--- src/rtl/ex_result_if.sv ---
// Execute-result handshake bundle: FU result channels in, one selected result out to WB.
interface ex_result_if #(
  parameter int DATA_W = 32,
  parameter int NUM_FU = 6,
  parameter int TAG_W  = 5
);
  logic [NUM_FU-1:0]        fu_valid_i;
  logic [NUM_FU*DATA_W-1:0] fu_data_i;
  logic [TAG_W-1:0]         rd_tag_i;
  logic                     wen_i;
  logic                     in_ready_o;
  logic                     out_valid_o;
  logic [DATA_W-1:0]        out_data_o;
  logic [TAG_W-1:0]         out_tag_o;
  logic                     out_wen_o;
  logic                     out_ready_i;
  logic                     err_o;

  modport master (
    output fu_valid_i, fu_data_i, rd_tag_i, wen_i, out_ready_i,
    input  in_ready_o, out_valid_o, out_data_o, out_tag_o, out_wen_o, err_o
  );
  modport slave (
    input  fu_valid_i, fu_data_i, rd_tag_i, wen_i, out_ready_i,
    output in_ready_o, out_valid_o, out_data_o, out_tag_o, out_wen_o, err_o
  );
endinterface

--- src/rtl/ex_result_stage.sv ---
// EX result register: priority-select one FU channel into a main+skid buffer toward WB.
// Optional multi-hot check enabled by EX_RESULT_ONEHOT_CHK_EN (sticky err_o).
module ex_result_stage #(
  parameter int DATA_W    = 32,
  parameter int NUM_FU    = 6,
  parameter int TAG_W     = 5,
  parameter int BYPASS_CH = 4
) (
  input logic        clk,
  input logic        rst,
  ex_result_if.slave bus
);
  typedef struct packed {
    logic [DATA_W-1:0] data;
    logic [TAG_W-1:0]  tag;
    logic              wen;
  } entry_t;

  localparam logic [NUM_FU-1:0] ONE_V = NUM_FU'(1);

  logic [NUM_FU-1:0] win_oh;
  logic              any_v, byp_hit, accept, drain, out_valid;
  entry_t            in_e, m_q, m_d, s_q, s_d;
  logic              m_v_q, m_v_d, s_v_q, s_v_d;

  // Isolate the lowest set bit: it is the priority winner.
  always_comb begin
    win_oh    = bus.fu_valid_i & (~bus.fu_valid_i + ONE_V);
    any_v     = |bus.fu_valid_i;
    in_e.data = '0;
    in_e.tag  = bus.rd_tag_i;
    in_e.wen  = bus.wen_i;
    for (int k = 0; k < NUM_FU; k++)
      if (win_oh[k]) in_e.data = in_e.data | bus.fu_data_i[k*DATA_W +: DATA_W];
  end

  // Bypass is only legal with an empty buffer, otherwise it would overtake M.
  generate
    if (BYPASS_CH >= 0 && BYPASS_CH < NUM_FU) begin : g_byp
      assign byp_hit = ~m_v_q & win_oh[BYPASS_CH];
    end else begin : g_nobyp
      assign byp_hit = 1'b0;
    end
  endgenerate

  assign out_valid       = m_v_q | byp_hit;
  assign accept          = any_v & ~s_v_q;
  assign drain           = out_valid & bus.out_ready_i;
  assign bus.in_ready_o  = ~s_v_q;
  assign bus.out_valid_o = out_valid;
  assign bus.out_data_o  = byp_hit ? in_e.data : m_q.data;
  assign bus.out_tag_o   = byp_hit ? in_e.tag  : m_q.tag;
  assign bus.out_wen_o   = byp_hit ? in_e.wen  : m_q.wen;

  always_comb begin
    m_d   = m_q;
    s_d   = s_q;
    m_v_d = m_v_q;
    s_v_d = s_v_q;
    if (s_v_q) begin
      if (drain) begin
        m_d   = s_q;
        s_v_d = 1'b0;
      end
    end else if (m_v_q) begin
      if (accept && drain) begin
        m_d = in_e;
      end else if (accept) begin
        s_d   = in_e;
        s_v_d = 1'b1;
      end else if (drain) begin
        m_v_d = 1'b0;
      end
    end else if (accept && !(byp_hit && bus.out_ready_i)) begin
      m_d   = in_e;
      m_v_d = 1'b1;
    end
  end

  always_ff @(posedge clk) begin
    if (!rst) begin
      m_q   <= '0;
      s_q   <= '0;
      m_v_q <= 1'b0;
      s_v_q <= 1'b0;
    end else begin
      m_q   <= m_d;
      s_q   <= s_d;
      m_v_q <= m_v_d;
      s_v_q <= s_v_d;
    end
  end

`ifdef EX_RESULT_ONEHOT_CHK_EN
  logic multi_v, err_q, err_d;
  assign multi_v = |(bus.fu_valid_i & ~win_oh);
  assign err_d   = err_q | (accept & multi_v);
  always_ff @(posedge clk) begin
    if (!rst) err_q <= 1'b0;
    else      err_q <= err_d;
  end
  assign bus.err_o = err_q;
`else
  assign bus.err_o = 1'b0;
`endif
endmodule

--- src/flat_wrapper.sv ---
// flat-port wrapper written by rule: the top's interface ports become plain ports
module ex_result_stage_flat 
#(
  parameter int DATA_W    = 32,
  parameter int NUM_FU    = 6,
  parameter int TAG_W     = 5,
  parameter int BYPASS_CH = 4
)
  (clk, rst, bus_fu_valid_i, bus_fu_data_i, bus_rd_tag_i, bus_wen_i, bus_out_ready_i, bus_in_ready_o, bus_out_valid_o, bus_out_data_o, bus_out_tag_o, bus_out_wen_o, bus_err_o);
  ex_result_if #(.DATA_W(DATA_W), .NUM_FU(NUM_FU), .TAG_W(TAG_W)) bus_i ();
  input logic clk;
  input logic rst;
  input wire logic [$bits(bus_i.fu_valid_i)-1:0] bus_fu_valid_i;
  input wire logic [$bits(bus_i.fu_data_i)-1:0] bus_fu_data_i;
  input wire logic [$bits(bus_i.rd_tag_i)-1:0] bus_rd_tag_i;
  input wire logic [$bits(bus_i.wen_i)-1:0] bus_wen_i;
  input wire logic [$bits(bus_i.out_ready_i)-1:0] bus_out_ready_i;
  output wire logic [$bits(bus_i.in_ready_o)-1:0] bus_in_ready_o;
  output wire logic [$bits(bus_i.out_valid_o)-1:0] bus_out_valid_o;
  output wire logic [$bits(bus_i.out_data_o)-1:0] bus_out_data_o;
  output wire logic [$bits(bus_i.out_tag_o)-1:0] bus_out_tag_o;
  output wire logic [$bits(bus_i.out_wen_o)-1:0] bus_out_wen_o;
  output wire logic [$bits(bus_i.err_o)-1:0] bus_err_o;
  assign bus_i.fu_valid_i = bus_fu_valid_i;
  assign bus_i.fu_data_i = bus_fu_data_i;
  assign bus_i.rd_tag_i = bus_rd_tag_i;
  assign bus_i.wen_i = bus_wen_i;
  assign bus_i.out_ready_i = bus_out_ready_i;
  assign bus_in_ready_o = bus_i.in_ready_o;
  assign bus_out_valid_o = bus_i.out_valid_o;
  assign bus_out_data_o = bus_i.out_data_o;
  assign bus_out_tag_o = bus_i.out_tag_o;
  assign bus_out_wen_o = bus_i.out_wen_o;
  assign bus_err_o = bus_i.err_o;
  ex_result_stage #(.DATA_W(DATA_W), .NUM_FU(NUM_FU), .TAG_W(TAG_W), .BYPASS_CH(BYPASS_CH)) u_core (.clk(clk), .rst(rst), .bus(bus_i));
endmodule
--- config.mk ---
export PLATFORM = sky130hd
export DESIGN_NAME = ex_result_stage_flat
export DESIGN_NICKNAME = d
export VERILOG_FILES = /design/src/rtl/ex_result_if.sv /design/src/rtl/ex_result_stage.sv /design/src/flat_wrapper.sv
export SDC_FILE = /design/constraint.sdc
export NUM_CORES = 1
export LEC_CHECK = 0
export CORE_MARGIN = 2
export CORE_UTILIZATION = 23
export DETAILED_ROUTE_END_ITERATION = 8
export SYNTH_ARGS = -nofsm -noshare
export SYNTH_HDL_FRONTEND = slang
export SYNTH_SLANG_ARGS = --single-unit
--- constraint.sdc ---
create_clock -name clk -period 2 [get_ports clk]
set_input_delay 0.2 -clock clk [delete_from_list [all_inputs] [get_ports clk]]
set_output_delay 0.2 -clock clk [all_outputs]
set_load 0.05 [all_outputs]
==> results by group <==
Status
  • Status: finished clean

Yosys
  • #FFs+latches synth: 78
  • Mapped Avg Cell Area: 7.86 sq um
  • Yosys top cell by area: dfxtp_1
  • Post-Syn Instances: 693
  • Number of flops mapped to enable cells by yosys: 0
  • Count of different cell masters after synthesis: 39
  • Adder-Cell Fraction of Synth Area: 0
  • Xor and xnor fraction of the mapped netlist area: 0
  • Seq/Total Area, Yosys: 0.287
  • Synth top area share: 0.287
  • Simple-Gate Fraction of Synth Area: 0.160
  • Multiplexer share of the synthesized area: 0.0345
  • Yosys warning total: 0
  • Synth cell count leaders: a21oi_1 (105), nor2_1 (104), dfxtp_1 (78)
  • Compound-Gate Fraction of Synth Area: 0.414
  • Netlist Area Pre-Place: 5450 sq um
  • Largest family of logic cells by synthesized area: compound AO/OA/AOI/OAI gates
  • Top cells by area, synth: dfxtp_1 (29%), a21oi_1 (9.6%), a211oi_1 (8.7%), o32ai_2 (8.7%), nor2_1 (7.2%)
  • Ys async rst share: 0
  • Syn_nets: 900
  • Synth Flop Type: dfxtp_1
  • Most frequent cell after synthesis: a21oi_1

Timing
  • Final setup vio count: 0
  • Fmax: 508 MHz
  • RSZ-0062 raised after global routing: yes
  • Post-route setup slack: 0.0304 ns
  • Clk_skew: 0.00615 ns
  • Slew Viols, Final: 0
  • Fin crit share: 0.985
  • Crit path time final: 1.97 ns
  • Final Hold Vio Count: 0

Drt
  • Via count: 6405
  • Detailed Routing Iterations Pass 1: 4
  • Detailed Route Iter0 Violations: 296
  • Met2 Wirelength: 11200 um
  • Routed met3 length: 1490 um
  • Routed wire length: 23300 um
  • Wirelength per Cell: 17.3 um
  • DR vias/cell: 4.74
  • Highest routed layer: met4
  • Post-Route M1 WL: 10400 um
  • DR DRC count: 0
  • Antenna viol nets, final: 0

Min path
  • Hold EP: u_core.m_q[29]
  • Min-Delay Path Depth: 2
  • Hold WC Path Type: reg -> reg
  • Hold Crit Start: u_core.m_q[29]

Global route
  • Largest net degree at the start of global routing: 29
  • Global route total overflow: 0
  • First-pass GRT wire length: 34200 um
  • Initial antenna violation count: 1
  • Global Route Usage Sum: 0.179
  • Vias in the first global route: 6263

Worst setup path
  • Max incr delay on CP: 0.58 ns
  • Worst Setup Start Kind: input pin
  • Critical Path RT: 1.80 ns
  • Worst path arrival time: 1.77 ns
  • Setup slack, reg-to-reg: 0.30 ns
  • Critical-path top delay cell: or4_4
  • Worst reg2reg path depth: 6
  • CP Capture Type: primary output
  • Crit path cell chain: buf_6 -> or4_4 -> nor2_4 -> buf_6 -> buf_12 -> nor2_1 -> a21oi_2 -> buf_12
  • Critical path class: in -> out
  • Critical Path Source: bus_fu_valid_i[1]
  • R2R Path Start: u_core.s_v_q
  • Worst R2R End: u_core.m_q[28]
  • Max Fanout on Critical Path: 6

Placement
  • Gpl congestion: 0.765
  • Port Buffers: 246
  • DP HPWL: 17600 um
  • Pre-CTS WS: -0.406 ns

Clock tree
  • Clk buf depth: 2
  • Clock Pin Slew Worst Setup and Hold Paths: 0.06 ns
  • TritonCTS clock tree: built
  • Root buffer cell: clkbuf_16
  • Clock buffer count from CTS: 9
  • CTS Sinks: 78
  • CTS Hold Bufs: 0
  • Clk Latency, worst-skew pair: 0.34 ns
  • H-tree depth: 3

Die
  • Io pins: 248
  • Die width: 158 um
  • Die height: 158 um
  • Initial cell density of the core: 0.233
  • Die Area: 24900 sq um
  • Core Area: 23300 sq um
  • Rows: 56

Layout
  • Diodes inserted: 0
  • Proportion of layout cells with a drive suffix above 1: 0.319
  • Area Overhead vs Synth: 92.4%
  • Nets: 1235
  • Util after Layout: 0.449
  • Filler Cell Count: 2255

Power
  • Sequential share of power: 0.284
  • Final Power: 6.41 mW
  • NetSw: 2.13 mW
  • Power share of the clock group: 0.288
  • P per Cell Area: 611 nW/um^2
  • Pleak: 4.05 nW
  • P_int: 4.28 mW
  • Maximum vdd drop: 0.383 mV
  • Sw frac: 0.332
  • Logic gate share of total power: 0.428

Job
  • Maxcap violations: 0
## stage by stage
stage / hold slack, ns / area, sq um / cells / TNS (ns)
floorplan: 0.318 / 5670 / 693 / -2.92
global placement: 0.443 / 9670 / 1319 / -31.45
detailed placement: 0.453 / 9670 / 1319 / -35.23
CTS: 0.465 / 10300 / 1347 / -0.000655
global route: 0.484 / 10500 / 1352 / -0.156
finish: 0.462 / 10500 / 1352 / 0
## what timing repair did
action                                  in CTS  in global routing
pin swaps                                    6                  6
endpoints found under the setup margin      42                 34
gates resized for setup                     48                 43
endpoints found under the hold margin        0                  0
buffers inserted                            10                  4
cloned                                       2                  3
## routing by layer
metal	global-route usage	up-vias
li1	-	3218
met1	0.234	2985
met2	0.303	186
met3	0.0433	16
met4	0.0325	0
met5	0	-
## sequential cells by signal (all words and copies together) (netlist names)
| register | count |
|---|---|
| u_core.m_q | 38 |
| u_core.m_v_q | 1 |
| u_core.s_q | 38 |
| u_core.s_v_q | 1 |
## logic make-up after synthesis
kind of cell           after synthesis
AO/OA/AOI/OAI                      280
buffers and inverters              134
flip-flops                          78
multiplexers                        18
other                                1
AND/OR/NAND/NOR                    182
## power groups by stage
stage          logic [mW]  registers, mW  clock network, mW
6_report             2.74           1.82               1.85
5_1_grt              2.91           1.84               1.97
4_1_cts              2.73           1.81               1.90
3_5_place_dp         2.67           1.84                  0
3_3_place_gp         2.65           1.84                  0
2_1_floorplan        1.38           1.81                  0
## critical path, delay by kind of cell
kind,cells,cell delay [ns]
simple gates,3,0.83
buf+inv,4,0.57
compound gates,1,0.17
## final cells by class
type	instances	area, sq um	share of cell area
Timing Repair Buffer	392	4190	0.400
Inverter	66	248	0.0236
Clock inverter	6	93.8	0.00895
Clock buffer	10	239	0.0228
Tap cell	319	399	0.0381
Sequential cell	78	1570	0.149
Multi-Input combinational cell	481	3740	0.357
## cells in the final DEF, fill, tap and decap left out, types with 2 or more instances in the layout
cell,n
o32ai_1,3
buf_4,120
nor2_1,92
clkinv_4,2
nand2_1,33
a21oi_4,14
or2_2,2
buf_6,9
a221o_1,31
nand3b_1,32
clkdlybuf4s50_1,200
buf_8,8
o21ai_0,2
nand2b_4,2
a2bb2oi_2,3
mux2_4,6
nor2_2,10
buf_12,47
a21oi_2,43
nor2_4,3
nor2b_1,2
inv_1,64
mux2i_1,12
a211oi_1,63
dfxtp_1,76
a311oi_1,7
o32ai_2,29
a21oi_1,48
bufinv_16,2
clkbuf_16,12
a2bb2oi_1,28
buf_2,3
## worst max-delay path by stage
| stage | end | slack (ns) | depth (start not counted) |
|---|---|---|---|
| 6_report | bus_out_data_o[2] | 0.03 | 8 |
| 5_1_grt | bus_out_data_o[2] | -0.04 | 8 |
| 4_1_cts | bus_out_data_o[19] | -0.0006 | 9 |
| 3_5_place_dp | bus_out_data_o[0] | -0.41 | 7 |
| 3_3_place_gp | bus_out_data_o[26] | -0.39 | 8 |
| 2_1_floorplan | bus_out_data_o[2] | -0.12 | 7 |
(Power assumes the default switching activity.)
